--- src/rtl/icache_pkg.sv ---
// Shared definitions for the instruction cache.
// Holds the default line count, the FSM state encoding and helpers that
// derive index/tag widths from a line count. Imported by every icache file.
package icache_pkg;

  localparam int unsigned ICACHE_LINES = 64;

  // FSM encoding
  localparam logic [2:0] StIdle   = 3'd0;
  localparam logic [2:0] StLookup = 3'd1;
  localparam logic [2:0] StReq    = 3'd2;
  localparam logic [2:0] StWait   = 3'd3;
  localparam logic [2:0] StDrop   = 3'd4;

  // Index selects pc[idx_width+1:2]; tag is everything above it.
  function automatic int unsigned idx_width(input int unsigned lines);
    return $clog2(lines);
  endfunction

  function automatic int unsigned tag_width(input int unsigned lines);
    return 30 - $clog2(lines);
  endfunction

endpackage

--- src/rtl/icache_if.sv ---
// Memory-controller handshake between the icache and memctrl.
// Signals:
//   icache_in          cache -> memctrl  fill request (held until received)
//   icache_address_in  cache -> memctrl  word-aligned fill address
//   icache_received    memctrl -> cache  request accepted
//   icache_task_out    memctrl -> cache  value_load carries the icache fill
//   value_load         memctrl -> cache  load data (shared with the LSU)
// Modports: master = cache side, slave = memctrl side.
interface icache_if;
  logic        icache_in;
  logic [31:0] icache_address_in;
  logic        icache_received;
  logic        icache_task_out;
  logic [31:0] value_load;

  modport master (
    output icache_in,
    output icache_address_in,
    input  icache_received,
    input  icache_task_out,
    input  value_load
  );

  modport slave (
    input  icache_in,
    input  icache_address_in,
    output icache_received,
    output icache_task_out,
    output value_load
  );
endinterface

--- src/rtl/icache_line_array.sv ---
// Direct-mapped line storage: per-line valid bit, tag and one 32-bit word.
// Ports:
//   clk_i, rst_ni            clock, async active-low reset (clears valid only)
//   rd_idx_i                 combinational read index
//   rd_valid_o/tag_o/data_o  contents of the indexed line
//   wr_en_i/idx_i/tag_i/data_i  single write port, sets the line valid
module icache_line_array #(
  parameter int unsigned Lines = 64,
  parameter int unsigned IdxW  = 6,
  parameter int unsigned TagW  = 24
) (
  input  logic            clk_i,
  input  logic            rst_ni,
  input  logic [IdxW-1:0] rd_idx_i,
  output logic            rd_valid_o,
  output logic [TagW-1:0] rd_tag_o,
  output logic [31:0]     rd_data_o,
  input  logic            wr_en_i,
  input  logic [IdxW-1:0] wr_idx_i,
  input  logic [TagW-1:0] wr_tag_i,
  input  logic [31:0]     wr_data_i
);

  logic [Lines-1:0] valid_q;
  logic [TagW-1:0]  tag_q  [Lines];
  logic [31:0]      data_q [Lines];

  always_ff @(posedge clk_i or negedge rst_ni) begin
    if (!rst_ni) begin
      valid_q <= '0;
    end else if (wr_en_i) begin
      valid_q[wr_idx_i] <= 1'b1;
    end
  end

  // Tag/data need no reset: they are only trusted behind a valid bit.
  always_ff @(posedge clk_i) begin
    if (wr_en_i) begin
      tag_q[wr_idx_i]  <= wr_tag_i;
      data_q[wr_idx_i] <= wr_data_i;
    end
  end

  assign rd_valid_o = valid_q[rd_idx_i];
  assign rd_tag_o   = tag_q[rd_idx_i];
  assign rd_data_o  = data_q[rd_idx_i];

endmodule

--- src/rtl/icache.sv ---
// Direct-mapped, one-word-per-line instruction cache.
// Fetch side: fetch_in/fetch_pc_in accepted while ready_out; a result appears
// as a one-cycle inst_valid_out pulse with inst_out/inst_pc_out. flush_in
// abandons the outstanding fetch (a fill already requested still completes).
// Memory side: mem_if (master modport of icache_if).
// rdy_in low freezes every register, including the valid array.
// Optional: define ICACHE_STATS_EN to add hit_cnt_out/miss_cnt_out counters.
module icache
  import icache_pkg::*;
#(
  parameter int unsigned LINES = ICACHE_LINES
) (
  input  logic        clk_in,
  input  logic        rst_n_in,
  input  logic        rdy_in,
  input  logic        fetch_in,
  input  logic [31:0] fetch_pc_in,
  input  logic        flush_in,
  output logic        ready_out,
  output logic        inst_valid_out,
  output logic [31:0] inst_out,
  output logic [31:0] inst_pc_out,
`ifdef ICACHE_STATS_EN
  output logic [31:0] hit_cnt_out,
  output logic [31:0] miss_cnt_out,
`endif
  icache_if.master    mem_if
);

  localparam int unsigned IdxW = idx_width(LINES);
  localparam int unsigned TagW = tag_width(LINES);

  logic [2:0]  state_q, state_d;
  logic [31:0] pc_q, pc_d;
  logic        req_q, req_d;
  logic [31:0] addr_q, addr_d;
  logic        valid_q, valid_d;
  logic [31:0] inst_q, inst_d;
  logic [31:0] inst_pc_q, inst_pc_d;

  logic            line_valid;
  logic [TagW-1:0] line_tag;
  logic [31:0]     line_data;
  logic            hit;
  logic            fill_we;

  icache_line_array #(
    .Lines (LINES),
    .IdxW  (IdxW),
    .TagW  (TagW)
  ) u_lines (
    .clk_i      (clk_in),
    .rst_ni     (rst_n_in),
    .rd_idx_i   (pc_q[IdxW+1:2]),
    .rd_valid_o (line_valid),
    .rd_tag_o   (line_tag),
    .rd_data_o  (line_data),
    .wr_en_i    (fill_we),
    .wr_idx_i   (pc_q[IdxW+1:2]),
    .wr_tag_i   (pc_q[31:IdxW+2]),
    .wr_data_i  (mem_if.value_load)
  );

  assign hit = line_valid && (line_tag == pc_q[31:IdxW+2]);

  // A fill lands in WAIT, or in DROP once the request has been accepted.
  assign fill_we = rdy_in && mem_if.icache_task_out &&
                   ((state_q == StWait) || ((state_q == StDrop) && !req_q));

  always_comb begin
    state_d   = state_q;
    pc_d      = pc_q;
    req_d     = req_q;
    addr_d    = addr_q;
    valid_d   = valid_q;
    inst_d    = inst_q;
    inst_pc_d = inst_pc_q;
    if (rdy_in) begin
      valid_d = 1'b0;
      case (state_q)
        StIdle: begin
          if (fetch_in && !flush_in) begin
            pc_d    = fetch_pc_in;
            state_d = StLookup;
          end
        end
        StLookup: begin
          if (flush_in) begin
            state_d = StIdle;
          end else if (hit) begin
            valid_d   = 1'b1;
            inst_d    = line_data;
            inst_pc_d = pc_q;
            state_d   = StIdle;
          end else begin
            req_d   = 1'b1;
            addr_d  = {pc_q[31:2], 2'b00};
            state_d = StReq;
          end
        end
        StReq: begin
          if (mem_if.icache_received) begin
            req_d   = 1'b0;
            state_d = flush_in ? StDrop : StWait;
          end else if (flush_in) begin
            state_d = StDrop;
          end
        end
        StWait: begin
          if (mem_if.icache_task_out) begin
            state_d = StIdle;
            if (!flush_in) begin
              valid_d   = 1'b1;
              inst_d    = mem_if.value_load;
              inst_pc_d = pc_q;
            end
          end else if (flush_in) begin
            state_d = StDrop;
          end
        end
        StDrop: begin
          // Further flushes are ignored here; just finish the fill quietly.
          if (req_q) begin
            if (mem_if.icache_received) req_d = 1'b0;
          end else if (mem_if.icache_task_out) begin
            state_d = StIdle;
          end
        end
        default: state_d = StIdle;
      endcase
    end
  end

  always_ff @(posedge clk_in or negedge rst_n_in) begin
    if (!rst_n_in) begin
      state_q   <= StIdle;
      pc_q      <= '0;
      req_q     <= 1'b0;
      addr_q    <= '0;
      valid_q   <= 1'b0;
      inst_q    <= '0;
      inst_pc_q <= '0;
    end else begin
      state_q   <= state_d;
      pc_q      <= pc_d;
      req_q     <= req_d;
      addr_q    <= addr_d;
      valid_q   <= valid_d;
      inst_q    <= inst_d;
      inst_pc_q <= inst_pc_d;
    end
  end

  assign ready_out                = (state_q == StIdle);
  assign inst_valid_out           = valid_q;
  assign inst_out                 = inst_q;
  assign inst_pc_out              = inst_pc_q;
  assign mem_if.icache_in         = req_q;
  assign mem_if.icache_address_in = addr_q;

`ifdef ICACHE_STATS_EN
  logic [31:0] hit_cnt_q, miss_cnt_q;

  // Counts every unflushed LOOKUP; wraps naturally at 2^32.
  always_ff @(posedge clk_in or negedge rst_n_in) begin
    if (!rst_n_in) begin
      hit_cnt_q  <= '0;
      miss_cnt_q <= '0;
    end else if (rdy_in && (state_q == StLookup) && !flush_in) begin
      if (hit) hit_cnt_q  <= hit_cnt_q + 32'd1;
      else     miss_cnt_q <= miss_cnt_q + 32'd1;
    end
  end

  assign hit_cnt_out  = hit_cnt_q;
  assign miss_cnt_out = miss_cnt_q;
`endif

endmodule

--- src/flat_wrapper.sv ---
// flat-port wrapper written by rule: the top's interface ports become plain ports
module icache_flat import icache_pkg::*;
#(
  parameter int unsigned LINES = ICACHE_LINES
)
  (clk_in, rst_n_in, rdy_in, fetch_in, fetch_pc_in, flush_in, ready_out, inst_valid_out, inst_out, inst_pc_out, mem_if_icache_in, mem_if_icache_address_in, mem_if_icache_received, mem_if_icache_task_out, mem_if_value_load);
  icache_if mem_if_i ();
  input  logic clk_in;
  input  logic rst_n_in;
  input  logic rdy_in;
  input  logic fetch_in;
  input  logic [31:0] fetch_pc_in;
  input  logic flush_in;
  output logic ready_out;
  output logic inst_valid_out;
  output logic [31:0] inst_out;
  output logic [31:0] inst_pc_out;
  output wire logic [$bits(mem_if_i.icache_in)-1:0] mem_if_icache_in;
  output wire logic [$bits(mem_if_i.icache_address_in)-1:0] mem_if_icache_address_in;
  input wire logic [$bits(mem_if_i.icache_received)-1:0] mem_if_icache_received;
  input wire logic [$bits(mem_if_i.icache_task_out)-1:0] mem_if_icache_task_out;
  input wire logic [$bits(mem_if_i.value_load)-1:0] mem_if_value_load;
  assign mem_if_icache_in = mem_if_i.icache_in;
  assign mem_if_icache_address_in = mem_if_i.icache_address_in;
  assign mem_if_i.icache_received = mem_if_icache_received;
  assign mem_if_i.icache_task_out = mem_if_icache_task_out;
  assign mem_if_i.value_load = mem_if_value_load;
  icache #(.LINES(LINES)) u_core (.clk_in(clk_in), .rst_n_in(rst_n_in), .rdy_in(rdy_in), .fetch_in(fetch_in), .fetch_pc_in(fetch_pc_in), .flush_in(flush_in), .ready_out(ready_out), .inst_valid_out(inst_valid_out), .inst_out(inst_out), .inst_pc_out(inst_pc_out), .mem_if(mem_if_i));
endmodule
--- config.mk ---
export PLATFORM = sky130hd
export DESIGN_NAME = icache_flat
export DESIGN_NICKNAME = d
export VERILOG_FILES = /design/src/rtl/icache_pkg.sv /design/src/rtl/icache_if.sv /design/src/rtl/icache_line_array.sv /design/src/rtl/icache.sv /design/src/flat_wrapper.sv
export SDC_FILE = /design/constraint.sdc
export NUM_CORES = 2
export LEC_CHECK = 0
export ABC_CLOCK_PERIOD_IN_PS = 8500
export CAP_MARGIN = 25
export CORE_MARGIN = 3
export CORE_UTILIZATION = 25
export DETAILED_ROUTE_END_ITERATION = 10
export PLACE_DENSITY = 0.45
export SETUP_SLACK_MARGIN = 0.1
export SYNTH_ARGS = -nofsm -noshare
export SYNTH_HDL_FRONTEND = slang
export SYNTH_HIERARCHICAL = 1
export SYNTH_SLANG_ARGS = --single-unit
--- constraint.sdc ---
create_clock -name clk_in -period 8.5 [get_ports clk_in]
set_input_delay 2.55 -clock clk_in [delete_from_list [all_inputs] [get_ports clk_in]]
set_output_delay 2.55 -clock clk_in [all_outputs]
set_load 0.005 [all_outputs]
==> results.json <==
{
  "first_pass_iters": 5,
  "intPower_w": 0.0379,
  "instances_no_fill": 15300,
  "fp.dieW_um": 768,
  "route.detailed.wl_per_inst_um": 30.8,
  "drt_wl_total_um": 471000,
  "synth-simple-area-share_pct": 1.61,
  "drcViolationCount": 0,
  "whs_path_depth": 1,
  "drtAntennaViolNets": 0,
  "p_seq_share_pct": 39.8,
  "peakVddDrop_mv": 0.218,
  "die_area_um2": 590000,
  "drive_gt1_share_pct": 26.3,
  "synth_top_family_by_area": "multiplexers",
  "core_area_um2": 578000,
  "yosysTopAreaCell": "edfxtp_1",
  "yosysUniqueCellTypes": 63,
  "clkPwrFrac_pct": 30.7,
  "cp-end-kind": "flop",
  "fmax_ghz": 0.138,
  "num_vias": 73100,
  "crit_path_end": "u_core/inst_pc_out[25]$_DFFE_PN0P_",
  "synth_top_cell_area_share_pct": 74.1,
  "cts.sinks": 3779,
  "leakagePower_nw": 53.8,
  "grt-ovfl-total": 0,
  "row_count": 279,
  "start_util_pct": 25.1,
  "cts_root_buffer": "clkbuf_16",
  "final.setup.tns_ns": 0,
  "critPathArrivalTime_ns": 8.13,
  "cp_data_required_time_ns": 9.37,
  "timing.final.crit_share_pct": 85.4,
  "cts_buffers": 402,
  "rrSetupSlack_ns": 1.24,
  "p_switching_w": 0.0186,
  "rsz0062_at_grt": "false",
  "synth_compound_area_share_pct": 3.20,
  "reg2regPathDepth": 13,
  "h-tree-depth": 5,
  "vias_per_cell": 4.78,
  "synth.cell_area_um2": 145000,
  "grt_max_degree": 104,
  "skew_ns": 0.0680,
  "post-place-ws_ns": 1.21,
  "die_h_um": 768,
  "grt_pass1_wl_um": 642000,
  "globalplace.congestion": 0.775,
  "io_pins": 170,
  "powerDensity_nw_per_um2": 331,
  "slew_violations": 0,
  "relSlewSlack_pct": 23.8,
  "synth-async-reset-ratio_pct": 5.16,
  "clkLatencyLatePin_ns": 1.03,
  "rr_endpoint": "u_core/inst_pc_out[25]$_DFFE_PN0P_",
  "rr_startpoint": "u_core/pc_q[4]$_DFFE_PN0P_",
  "synth_adder_area_share_pct": 0,
  "io_buffers": 167,
  "synth-seq-cells": 3779,
  "detailed_place_hpwl_um": 278000,
  "cp-start-kind": "flop",
  "fin_hold_ws_ns": 0.462,
  "postCtsSetupBuffers": 0,
  "syn_area_per_cell_um2": 21.7,
  "cts_resized": 0,
  "area_delta_synth_final_pct": 17.6,
  "min_period_ns": 7.26,
  "synth_ff_type": "edfxtp_1",
  "drt_iter0_drc": 8032,
  "cts_tree": "done",
  "cts.clk_slew.worst_paths_ns": 0.06,
  "synth_cells": 6687,
  "yosys_warnings": 6,
  "clock_path_buffers": 4,
  "hold_class": "reg -> reg",
  "yosysSeqAreaShare_pct": 77.5,
  "crit_type": "reg -> reg",
  "grt.total_usage_pct": 15.5,
  "layout.nets": 7269,
  "combinationalPowerShare_pct": 29.4,
  "worst_slew_pin_slew_ns": 1.14,
  "dpl.cell_count": 14500,
  "ctsHoldBuffers": 0,
  "grt_antenna_before_repair": 41,
  "synth.area.top_cells": "edfxtp_1, mux4_2, dfrtp_1",
  "fin_ws_ns": 1.24,
  "synth_xor_area_share_pct": 0.127,
  "worstPathMaxFanout": 49,
  "grt_pass1_vias": 74900,
  "cp-startpoint": "u_core/pc_q[4]$_DFFE_PN0P_",
  "synth-edff-count": 3584,
  "status": "complete, no violations",
  "report.final.setup_viol": 0,
  "drv_cap": 0,
  "switching_share_pct": 33.0,
  "hold_violations": 0,
  "synthMuxAreaShare_pct": 15.9
}
-- flip-flops by register name, indices dropped and copies added, names as in the netlist --
name and count:
u_core/inst_out 32, u_core/u_lines/tag_q 1536, u_core/u_lines/data_q 2048, u_core/mem_if.icache_in 1, u_core/pc_q 32, u_core/u_lines/valid_q 64, u_core/inst_valid_out 1, u_core/inst_pc_out 32
u_core/state_q 3, u_core/mem_if.icache_address_in 30
-- placed cells by master, fill, tap and decap left out, types with 39 or more instances in the layout --
| cell | netlist | routed |
|---|---|---|
| buf_4 | 57 | 268 |
| mux2i_1 | 437 | 437 |
| or2_2 | 67 | 68 |
| a221oi_1 | 54 | 54 |
| mux2_1 | 50 | 50 |
| mux4_2 | 666 | 666 |
| mux2_2 | 218 | 218 |
| o221ai_1 | 44 | 44 |
| o21ai_0 | 82 | 80 |
| a22oi_1 | 74 | 74 |
| clkbuf_16 | 0 | 403 |
| nor2_4 | 0 | 65 |
| nor4_1 | 49 | 44 |
| clkinv_1 | 1 | 91 |
| dfrtp_1 | 195 | 165 |
| nor2_1 | 108 | 43 |
| clkbuf_1 | 142 | 109 |
| nand2_1 | 45 | 39 |
| edfxtp_1 | 3584 | 3584 |
| o22ai_1 | 209 | 209 |
| buf_12 | 11 | 51 |
| clkinv_2 | 0 | 53 |
| clkdlybuf4s50_1 | 0 | 134 |
-- how the worst min path moves through the flow --
stage / startpoint / end / slack [ns]
2_1_floorplan: u_core/u_lines/valid_q[51]$_DFFE_PN0P_ / u_core/u_lines/valid_q[51]$_DFFE_PN0P_ / 0.43
5_1_grt: u_core/u_lines/valid_q[10]$_DFFE_PN0P_ / u_core/u_lines/valid_q[10]$_DFFE_PN0P_ / 0.48
4_1_cts: u_core/u_lines/valid_q[12]$_DFFE_PN0P_ / u_core/u_lines/valid_q[12]$_DFFE_PN0P_ / 0.46
3_3_place_gp: u_core/u_lines/valid_q[52]$_DFFE_PN0P_ / u_core/u_lines/valid_q[52]$_DFFE_PN0P_ / 0.45
6_report: u_core/u_lines/valid_q[50]$_DFFE_PN0P_ / u_core/u_lines/valid_q[50]$_DFFE_PN0P_ / 0.46
3_5_place_dp: u_core/u_lines/valid_q[12]$_DFFE_PN0P_ / u_core/u_lines/valid_q[12]$_DFFE_PN0P_ / 0.45
-- cell type report --
cell class              count  area [um2]
multi-input cells        2516       31000
flip-flops and latches   3779      113000
well taps                7727        9670
clock inverters           215        2290
clock buffers             525       10700
repair buffers            492        4580
fillers                 56300      407000
inverters                   7        26.3
diodes                     17        42.5
-- power by group through the flow --
stage	sequential, W	combinational [W]	clock [W]
floorplan	0.0229	0.00966	0
global placement	0.0229	0.0168	0
detailed placement	0.0229	0.0170	0
CTS	0.0225	0.0170	0.0178
global route	0.0225	0.0175	0.0185
finish	0.0225	0.0166	0.0174
-- metal layers --
layer / GRT usage (%) / vias up / wire [um]
met2: 25.5 / 2837 / 225000
li1: - / 29300 / -
met1: 21.5 / 40400 / 203000
met4: 3.73 / 8 / 12000
met3: 2.45 / 548 / 30900
met5: 0 / - / 48
-- worst max-delay path, stage by stage (launching register included) --
cell	delay (ns)
dfrtp_4	1.02
and2_1	1.00
nand2_2	0.68
o22ai_1	0.41
nor4_1	0.14
o22a_1	0.24
xnor2_1	0.50
nand4_1	0.20
nor3_1	0.64
buf_4	0.26
nand4_1	0.59
a21oi_4	0.41
buf_12	0.40
mux2_1	0.38
-- Yosys cell counts, types with 21 or more instances --
| cell type | count |
|---|---|
| buf_6 | 48 |
| dfrtp_1 | 195 |
| clkbuf_1 | 142 |
| buf_2 | 105 |
| mux4_2 | 666 |
| or2_2 | 67 |
| nor2_1 | 108 |
| o221ai_1 | 44 |
| mux4_1 | 29 |
| a22o_1 | 27 |
| a221oi_1 | 54 |
| and3_1 | 26 |
| o21ai_0 | 82 |
| o22ai_1 | 209 |
| mux2i_1 | 437 |
| mux2_2 | 218 |
| a2111oi_0 | 25 |
| xnor2_1 | 21 |
| nand2_1 | 45 |
| a22oi_1 | 74 |
| edfxtp_1 | 3584 |
| buf_4 | 57 |
| nor4_1 | 49 |
| a21oi_1 | 27 |
| nand3_1 | 23 |
| a211oi_1 | 35 |
| nor2b_1 | 42 |
| mux2_1 | 50 |
| a2bb2oi_1 | 30 |
-- cells by family (layout without fill, tap and decap cells) --
logic type / Yosys count / after routing
simple gates: 436 / 436
buf+inv: 393 / 1239
mux: 1400 / 1400
flops: 3779 / 3779
xor+xnor: 21 / 21
other cells: 1 / 19
compound gates: 657 / 657
-- metrics by stage --
stage	utilization (%)	instance area, um2	power (W)
2_1_floorplan	-	145000	0.0326
3_3_place_gp	27.3	158000	0.0397
3_5_place_dp	27.3	158000	0.0399
4_1_cts	29.5	171000	0.0574
5_1_grt	29.5	171000	0.0586
6_report	29.5	171000	0.0565
No activity file was read; power rests on OpenSTA's default activity.
